===== src/rtl/rx_mac.sv =====
// Ethernet receive MAC: strips preamble/SFD, checks the CRC-32 FCS and forwards
// payload bytes (FCS removed) as an AXI-Stream master with a bad-frame flag on tlast.
module rx_mac #(
    parameter int DATA_WIDTH = 8,
    parameter int MIN_FRAME  = 64,
    parameter int MAX_FRAME  = 1518
) (
    input  logic                  clk,
    input  logic                  reset_n,
    input  logic [DATA_WIDTH-1:0] rgmii_mac_rx_data,
    input  logic                  rgmii_mac_rx_dv,
    input  logic                  rgmii_mac_rx_er,
    output logic [DATA_WIDTH-1:0] m_rx_axis_tdata,
    output logic                  m_rx_axis_tvalid,
    output logic                  m_rx_axis_tlast,
    output logic                  m_rx_axis_tuser
);

    localparam logic [31:0] CRC_RESIDUE = 32'hDEBB20E3;
    localparam logic [10:0] MIN_LEN     = 11'(MIN_FRAME);
    localparam logic [10:0] MAX_LEN     = 11'(MAX_FRAME);
    localparam logic [10:0] CNT_MAX     = 11'd2047;
    localparam logic [10:0] FCS_DEPTH   = 11'd5;

    typedef enum logic [1:0] {IDLE, PREAMBLE, PAYLOAD, DROP} state_t;

    state_t                state_reg, state_next;
    logic                  dv_prev_reg;
    logic [2:0]            pre_cnt_reg, pre_cnt_next;
    logic [10:0]           byte_cnt_reg, byte_cnt_next;
    logic [31:0]           crc_reg, crc_next;
    logic                  er_reg, er_next;
    logic                  shift_en;
    logic [DATA_WIDTH-1:0] dline_reg [0:4];
    logic [DATA_WIDTH-1:0] dline_in  [0:4];
    logic [DATA_WIDTH-1:0] tdata_reg, tdata_next;
    logic                  tvalid_reg, tvalid_next;
    logic                  tlast_reg, tlast_next;
    logic                  tuser_reg, tuser_next;

    function automatic logic [31:0] crc32_byte(input logic [31:0] crc, input logic [7:0] data);
        logic [31:0] c;
        c = crc;
        for (int i = 0; i < 8; i++) begin
            c = (c[0] ^ data[i]) ? ((c >> 1) ^ 32'hEDB88320) : (c >> 1);
        end
        return c;
    endfunction

    // Delay line: dline_reg[4] is the oldest byte; it holds back the 4 FCS bytes.
    genvar gi;
    generate
        for (gi = 0; gi < 5; gi++) begin : g_dline
            if (gi == 0) begin : g_head
                assign dline_in[gi] = rgmii_mac_rx_data;
            end else begin : g_tail
                assign dline_in[gi] = dline_reg[gi-1];
            end
        end
    endgenerate

    always_ff @(posedge clk or negedge reset_n) begin
        if (!reset_n) begin
            for (int i = 0; i < 5; i++) dline_reg[i] <= '0;
        end else if (shift_en) begin
            for (int i = 0; i < 5; i++) dline_reg[i] <= dline_in[i];
        end
    end

    always_ff @(posedge clk or negedge reset_n) begin
        if (!reset_n) begin
            state_reg <= IDLE;
        end else begin
            state_reg <= state_next;
        end
    end

    // dv_prev resets high so a frame already in progress at reset release is dropped.
    always_ff @(posedge clk or negedge reset_n) begin
        if (!reset_n) begin
            dv_prev_reg  <= 1'b1;
            pre_cnt_reg  <= '0;
            byte_cnt_reg <= '0;
            crc_reg      <= '1;
            er_reg       <= 1'b0;
            tdata_reg    <= '0;
            tvalid_reg   <= 1'b0;
            tlast_reg    <= 1'b0;
            tuser_reg    <= 1'b0;
        end else begin
            dv_prev_reg  <= rgmii_mac_rx_dv;
            pre_cnt_reg  <= pre_cnt_next;
            byte_cnt_reg <= byte_cnt_next;
            crc_reg      <= crc_next;
            er_reg       <= er_next;
            tdata_reg    <= tdata_next;
            tvalid_reg   <= tvalid_next;
            tlast_reg    <= tlast_next;
            tuser_reg    <= tuser_next;
        end
    end

    always_comb begin
        state_next    = state_reg;
        pre_cnt_next  = pre_cnt_reg;
        byte_cnt_next = byte_cnt_reg;
        crc_next      = crc_reg;
        er_next       = er_reg;
        shift_en      = 1'b0;
        tdata_next    = '0;
        tvalid_next   = 1'b0;
        tlast_next    = 1'b0;
        tuser_next    = 1'b0;
        case (state_reg)
            IDLE: begin
                if (rgmii_mac_rx_dv && !dv_prev_reg) begin
                    if (rgmii_mac_rx_data == 8'h55) begin
                        state_next   = PREAMBLE;
                        pre_cnt_next = 3'd1;
                    end else begin
                        state_next = DROP;
                    end
                end else if (rgmii_mac_rx_dv) begin
                    state_next = DROP;
                end
            end
            PREAMBLE: begin
                if (!rgmii_mac_rx_dv || rgmii_mac_rx_er) begin
                    state_next = DROP;
                end else if (rgmii_mac_rx_data == 8'hD5) begin
                    state_next    = PAYLOAD;
                    byte_cnt_next = '0;
                    crc_next      = '1;
                    er_next       = 1'b0;
                end else if (rgmii_mac_rx_data == 8'h55 && pre_cnt_reg != 3'd7) begin
                    pre_cnt_next = pre_cnt_reg + 3'd1;
                end else begin
                    state_next = DROP;
                end
            end
            PAYLOAD: begin
                if (rgmii_mac_rx_dv) begin
                    shift_en = 1'b1;
                    crc_next = crc32_byte(crc_reg, rgmii_mac_rx_data);
                    er_next  = er_reg | rgmii_mac_rx_er;
                    if (byte_cnt_reg != CNT_MAX) byte_cnt_next = byte_cnt_reg + 11'd1;
                    if (byte_cnt_reg >= FCS_DEPTH) begin
                        tvalid_next = 1'b1;
                        tdata_next  = dline_reg[4];
                    end
                end else begin
                    state_next = IDLE;
                    if (byte_cnt_reg >= FCS_DEPTH) begin
                        tvalid_next = 1'b1;
                        tlast_next  = 1'b1;
                        tdata_next  = dline_reg[4];
                        tuser_next  = (crc_reg != CRC_RESIDUE) | er_reg |
                                      (byte_cnt_reg < MIN_LEN) | (byte_cnt_reg > MAX_LEN);
                    end
                end
            end
            DROP: begin
                if (!rgmii_mac_rx_dv) state_next = IDLE;
            end
            default: state_next = IDLE;
        endcase
    end

    assign m_rx_axis_tdata  = tdata_reg;
    assign m_rx_axis_tvalid = tvalid_reg;
    assign m_rx_axis_tlast  = tlast_reg;
    assign m_rx_axis_tuser  = tuser_reg;

endmodule

===== config.mk =====
export PLATFORM = sky130hd
export DESIGN_NAME = rx_mac
export DESIGN_NICKNAME = d
export VERILOG_FILES = /design/src/rtl/rx_mac.sv
export SDC_FILE = /design/constraint.sdc
export NUM_CORES = 1
export LEC_CHECK = 0
export CORE_MARGIN = 2
export CORE_UTILIZATION = 50
export CTS_CLUSTER_DIAMETER = 40
export DETAILED_ROUTE_END_ITERATION = 8
export PLACE_DENSITY = 0.69
export SLEW_MARGIN = 5
export SYNTH_ARGS = -nofsm -noshare
export SYNTH_HDL_FRONTEND = slang
export SYNTH_SLANG_ARGS = --single-unit
export TNS_END_PERCENT = 30

===== constraint.sdc =====
create_clock -name clk -period 2.41 [get_ports clk]
set_input_delay 0.482 -clock clk [delete_from_list [all_inputs] [get_ports clk]]
set_output_delay 0.482 -clock clk [all_outputs]
set_load 0.005 [all_outputs]

==> results of run 1 <==
## cells by family after synthesis
kind of cell,Yosys count,synth area share
adder cells (fa/ha/maj),4,0.00998
AND/OR/NAND/NOR,211,0.187
flip-flops,101,0.512
XOR/XNOR,70,0.171
AO/OA/AOI/OAI,73,0.0973
buffers and inverters,28,0.0217
## per-layer routing
metal | vias up | global-route usage | share of wire
met5 | - | 0 | 0
met3 | 17 | 0.0370 | 0.033
met1 | 1704 | 0.287 | 0.46
li1 | 1714 | - | -
met4 | 0 | 0.0695 | 0.018
met2 | 65 | 0.324 | 0.49
## placed cells by master (no fill, tap or decap), types with 7 or more instances in the layout
master	instances
clkbuf_8	9
inv_1	7
nor2_1	33
o22a_1	8
xnor2_1	34
a21oi_1	27
clkdlybuf4s50_1	21
o21ai_0	9
buf_4	29
nand2_1	129
xor2_1	17
nand3_1	10
dfrtp_1	68
dfstp_2	33
and2_1	9
## through the flow
step | cell area (um^2) | setup WS [ns]
floorplan | 5010 | 0.376
global placement | 5590 | 0.0522
detailed placement | 5590 | -0.0596
CTS | 5790 | 0.213
global route | 5790 | 0.0809
finish | 5790 | 0.199
## area by class of cell
class,count,area [um^2],area share
Timing Repair Buffer,53,488,0.0842
Multi-Input combinational cell,358,2340,0.405
Clock buffer,9,124,0.0214
Inverter,7,26.3,0.00454
Clock inverter,7,76.3,0.0132
Tap cell,133,166,0.0287
Sequential cell,101,2570,0.443
## how the worst max path moves through the flow
stage | to | from | cells past startpoint
after floorplan | byte_cnt_reg[7] | byte_cnt_reg[0] | 7
after global placement | crc_reg[17] | rgmii_mac_rx_data[3] | 6
after detailed placement | crc_reg[20] | rgmii_mac_rx_data[1] | 6
after CTS | byte_cnt_reg[7] | byte_cnt_reg[0] | 6
after global routing | byte_cnt_reg[7] | byte_cnt_reg[0] | 6
final | byte_cnt_reg[7] | byte_cnt_reg[0] | 6
## power breakdown
group          total [uW]  switching [uW]  internal (uW)
Sequential           3060             572           2490
Combinational        4330            2050           2270
Clock                1080             671            414
Total                8470            3300           5170
==> reports/metrics.yaml, run 1 <==
finalNetCount: 546
initial_core_util: 0.513
start_kind: "flip-flop"
r2r_end: "byte_cnt_reg[7]"
wl_um: 10500
path_class: "reg2reg"
r2r_slack_ns: 0.20
critPathMaxFanout: 8
dp.cells: 652
drv_slew: 0
crit_arrival_ns: 2.53
rsz0062_at_grt: "no"
yosys_warnings: 0
fin_skew_ns: 0.0106
htree_levels: 3
hold_ws_ns: 0.0865
core_um2: 9770
setup_tns_ns: 0
cts_setup_buffers: 0
irDropWorstVdd_mv: 1.04
drt_iter0_markers: 211
synthArstFlopShare: 1.00
total_power_uw: 8470
tightest_slew_ns: 0.558
firstDrtPassIters: 5
max_slew_margin: 0.628
drive_gt1_frac: 0.189
yosysMostFrequentCell: "nand2_1"
crit_top_cell: "nand3_1"
vias_per_cell: 5.24
grt_use_total: 0.205
min_period_over_period: 0.917
synth_seq_cells: 101
drv_cap: 0
clk_pin_slew_worst_paths_ns: 0.11
cts-root-buf: "clkbuf_8"
cts_buffers: 9
grt_pass1_wl_um: 17800
synth_area_um2: 5010
clock_path_buffers: 2
synth_ff_type: "dfrtp_1"
drt-wirelength-per-cell_um: 15.7
instances_no_fill: 668
drc_errors: 0
synth_edf_count: 0
finalSetupViolCount: 0
cp_cell_sequence: "ha_1 -> and4_1 -> a41oi_2 -> nand3_1 -> or4_1 -> nand3_1"
post_cts_resized: 0
dpl.hpwl_um: 7280
netlist_instances: 487
gr-total-overflow: 0
die_area_um2: 10800
power.leakage_uw: 0.00259
finalCriticalPeriod_ns: 2.21
cp_data_required_time_ns: 2.73
die_y_um: 104
synth_nets: 503
synthToLayoutAreaGrowth_pct: 15.5
synth_area_leader_cell: "dfrtp_1"
cts_tree: "yes"
io_pins: 23
yosysUniqueCellTypes: 53
grt_pass1_vias: 3509
cts.sink_count: 101
timing.fmax_ghz: 0.452
power.density_nw_per_um2: 1460
finalHoldViolations: 0
path_delay_family: "simple AND/OR/NAND/NOR gates"
fin_util: 0.593
hold_class: "in2async"
cp-end-kind: "flip-flop"
syn_avg_cell_area_um2: 10.3
synth_top_area_frac: 0.339
io_buffers: 22
die_x_um: 104
diodes: 0
yosysSeqAreaShare: 0.512
rr_startpoint: "byte_cnt_reg[0]"
r2r_cells: 6
max_stage_delay_ns: 0.48
rows: 36
critPathBufInv: 0
gp_congestion: 0.933
netlist_top_cells_count: "nand2_1 (129), dfrtp_1 (68), nor2_1 (34), xnor2_1 (34), dfstp_2 (33)"
ant_nets: 0
clk_latency_ns: 0.37
grt_max_degree: 66
crit_path_top_delay_cell: "or4_1"
cts_hold_buf: 0
fillers: 852
outcome: "complete, no violations"
synthTopCellsByArea: "dfrtp_1 (34%), dfstp_2 (17%), nand2_1 (9.7%), xnor2_1 (5.9%), xnor2_4 (3.3%)"
antenna_found_initial: 0
num_vias: 3500
No activity file was read; power rests on OpenSTA's default activity.
==> run 2, diff against run 1 <==
--- a/config.mk
+++ b/config.mk
@@ -9,6 +9,7 @@
 export CORE_UTILIZATION = 50
 export CTS_CLUSTER_DIAMETER = 40
 export DETAILED_ROUTE_END_ITERATION = 8
+export MAX_ROUTING_LAYER = met4
 export PLACE_DENSITY = 0.69
 export SLEW_MARGIN = 5
 export SYNTH_ARGS = -nofsm -noshare
==> run 2 against run 1 <==
Count of clock-buffer cells in the layout is the same. Sequential share of layout area is the same. Clock power barely moved. Final cell count is the same. Largest cell class unchanged.
==> reports/metrics.yaml, run 2 (synthesis results as in run 1) <==
crit_arrival_ns: 2.47  # -0.06 ns
tightest_slew_ns: 0.558  # +0.000711 ns
r2r_cells: 6  # unchanged
path_delay_family: "compound AO/OA/AOI/OAI gates"
drt-wirelength-per-cell_um: 15.8  # +0.72%
timing.fmax_ghz: 0.452  # -0.13%
fillers: 852  # unchanged
path_class: "reg2reg"
dpl.hpwl_um: 7280  # unchanged
power.leakage_uw: 0.00259  # unchanged
grt_pass1_wl_um: 17800  # about the same
io_pins: 23  # unchanged
initial_core_util: 0.513  # unchanged
cp_data_required_time_ns: 2.67  # -0.06 ns
drive_gt1_frac: 0.189  # unchanged
drt_iter0_markers: 226  # +7.1%
grt_use_total: 0.212  # +0.00656
finalSetupViolCount: 0  # unchanged
die_area_um2: 10800  # unchanged
antenna_found_initial: 0  # unchanged
setup_tns_ns: 0  # unchanged
core_um2: 9770  # unchanged
num_vias: 3517  # +0.49%
outcome: "complete, no violations"
total_power_uw: 8480  # +0.13%
synthToLayoutAreaGrowth_pct: 15.5  # unchanged
critPathMaxFanout: 8  # unchanged
final_common_cell: "nand2_1"
finalNetCount: 546  # unchanged
rsz0062_at_grt: "no"
hold_ws_ns: 0.0820  # -0.00454 ns
grt_max_degree: 66  # unchanged
max_slew_margin: 0.628  # about the same
io_buffers: 22  # unchanged
clk_latency_ns: 0.38  # about the same
cts_hold_buf: 0  # unchanged
finalCriticalPeriod_ns: 2.21  # +0.00297 ns
gp_congestion: 0.950  # +1.8%
ant_nets: 0  # unchanged
cts_setup_buffers: 0  # unchanged
rows: 36  # unchanged
clk_pin_slew_worst_paths_ns: 0.11  # about the same
die_y_um: 104  # unchanged
irDropWorstVdd_mv: 1.04  # about the same
post_cts_resized: 0  # unchanged
rr_startpoint: "byte_cnt_reg[0]"
hold_class: "in2async"
drv_cap: 0  # unchanged
r2r_slack_ns: 0.20  # about the same
cts-root-buf: "clkbuf_8"
drv_slew: 0  # unchanged
cts.sink_count: 101  # unchanged
grt_pass1_vias: 3506  # -0.085%
min_period_over_period: 0.919  # +0.00123
clock_path_buffers: 2  # unchanged
drc_errors: 0  # unchanged
fin_skew_ns: 0.0112  # +0.000625 ns
power.density_nw_per_um2: 1460  # +0.13%
finalHoldViolations: 0  # unchanged
start_kind: "flip-flop"
cts_tree: "yes"
cp_cell_sequence: "ha_1 -> and4_1 -> a41oi_2 -> nand3_1 -> buf_4 -> o41ai_1"
firstDrtPassIters: 5  # unchanged
cts_buffers: 9  # unchanged
die_x_um: 104  # unchanged
gr-total-overflow: 0  # unchanged
wl_um: 10600  # +0.72%
critPathBufInv: 1  # +1
max_stage_delay_ns: 0.47  # about the same
crit_path_top_delay_cell: "dfrtp_1"
cp-end-kind: "flip-flop"
layout_common_cells: "nand2_1 (129), dfrtp_1 (68), xnor2_1 (34)"
r2r_end: "byte_cnt_reg[9]"
vias_per_cell: 5.26  # +0.49%
diodes: 0  # unchanged
htree_levels: 3  # unchanged
==> run 2: how the worst max path moves through the flow <==
stage,from,cells past startpoint,slack [ns],end
4_1_cts,byte_cnt_reg[0],6,0.21,byte_cnt_reg[7]
2_1_floorplan,byte_cnt_reg[0],7,0.38,byte_cnt_reg[7]
5_1_grt,byte_cnt_reg[0],6,0.08,byte_cnt_reg[7]
3_5_place_dp,rgmii_mac_rx_data[1],6,-0.06,crc_reg[20]
3_3_place_gp,rgmii_mac_rx_data[3],6,0.05,crc_reg[17]
6_report,byte_cnt_reg[0],6,0.20,byte_cnt_reg[9]
==> run 2: area by class of cell <==
| type | instances | area [um^2] | share of cell area |
|---|---|---|---|
| Sequential cell | 101 | 2570 | 0.443 |
| Clock buffer | 9 | 124 | 0.0214 |
| Multi-Input combinational cell | 358 | 2340 | 0.405 |
| Tap cell | 133 | 166 | 0.0287 |
| Clock inverter | 7 | 76.3 | 0.0132 |
| Inverter | 7 | 26.3 | 0.00454 |
| Timing Repair Buffer | 53 | 488 | 0.0842 |
==> run 2: stage by stage <==
step | setup WS (ns) | utilization | cells | instance area [um^2]
finish | 0.196 | 0.593 | 668 | 5790
global route | 0.0809 | 0.593 | 668 | 5790
CTS | 0.213 | 0.593 | 668 | 5790
detailed placement | -0.0596 | 0.572 | 652 | 5590
global placement | 0.0522 | 0.572 | 652 | 5590
floorplan | 0.376 | - | 487 | 5010
==> run 2: worst register-to-register path, delay by kind of cell (launching register included) <==
family / cells / cell delay, ns
buffers and inverters: 1 / 0.16
adders and majority gates: 1 / 0.27
DFF: 1 / 0.47
AOI/OAI and AO/OA: 2 / 0.76
and+or+nand+nor: 2 / 0.43
==> run 2: power breakdown <==
group	internal (uW)	switching [uW]	total (uW)
clock	414	675	1090
sequential	2490	574	3060
combinational	2270	2060	4330
==> run 2: per-layer routing <==
layer / global-route usage / share of wire / vias up
li1: - / - / 1711
met1: 0.290 / 0.46 / 1710
met2: 0.323 / 0.48 / 77
met3: 0.0370 / 0.035 / 19
met4: 0.0695 / 0.021 / 0
met5: - / 0 / -
==> run 3, diff against run 2 <==
--- a/config.mk
+++ b/config.mk
@@ -5,6 +5,7 @@
 export SDC_FILE = /design/constraint.sdc
 export NUM_CORES = 1
 export LEC_CHECK = 0
+export CAP_MARGIN = 20
 export CORE_MARGIN = 2
 export CORE_UTILIZATION = 50
 export CTS_CLUSTER_DIAMETER = 40
==> results of run 3 <==
Final layout, timing and power as in run 2 (identical DEF).
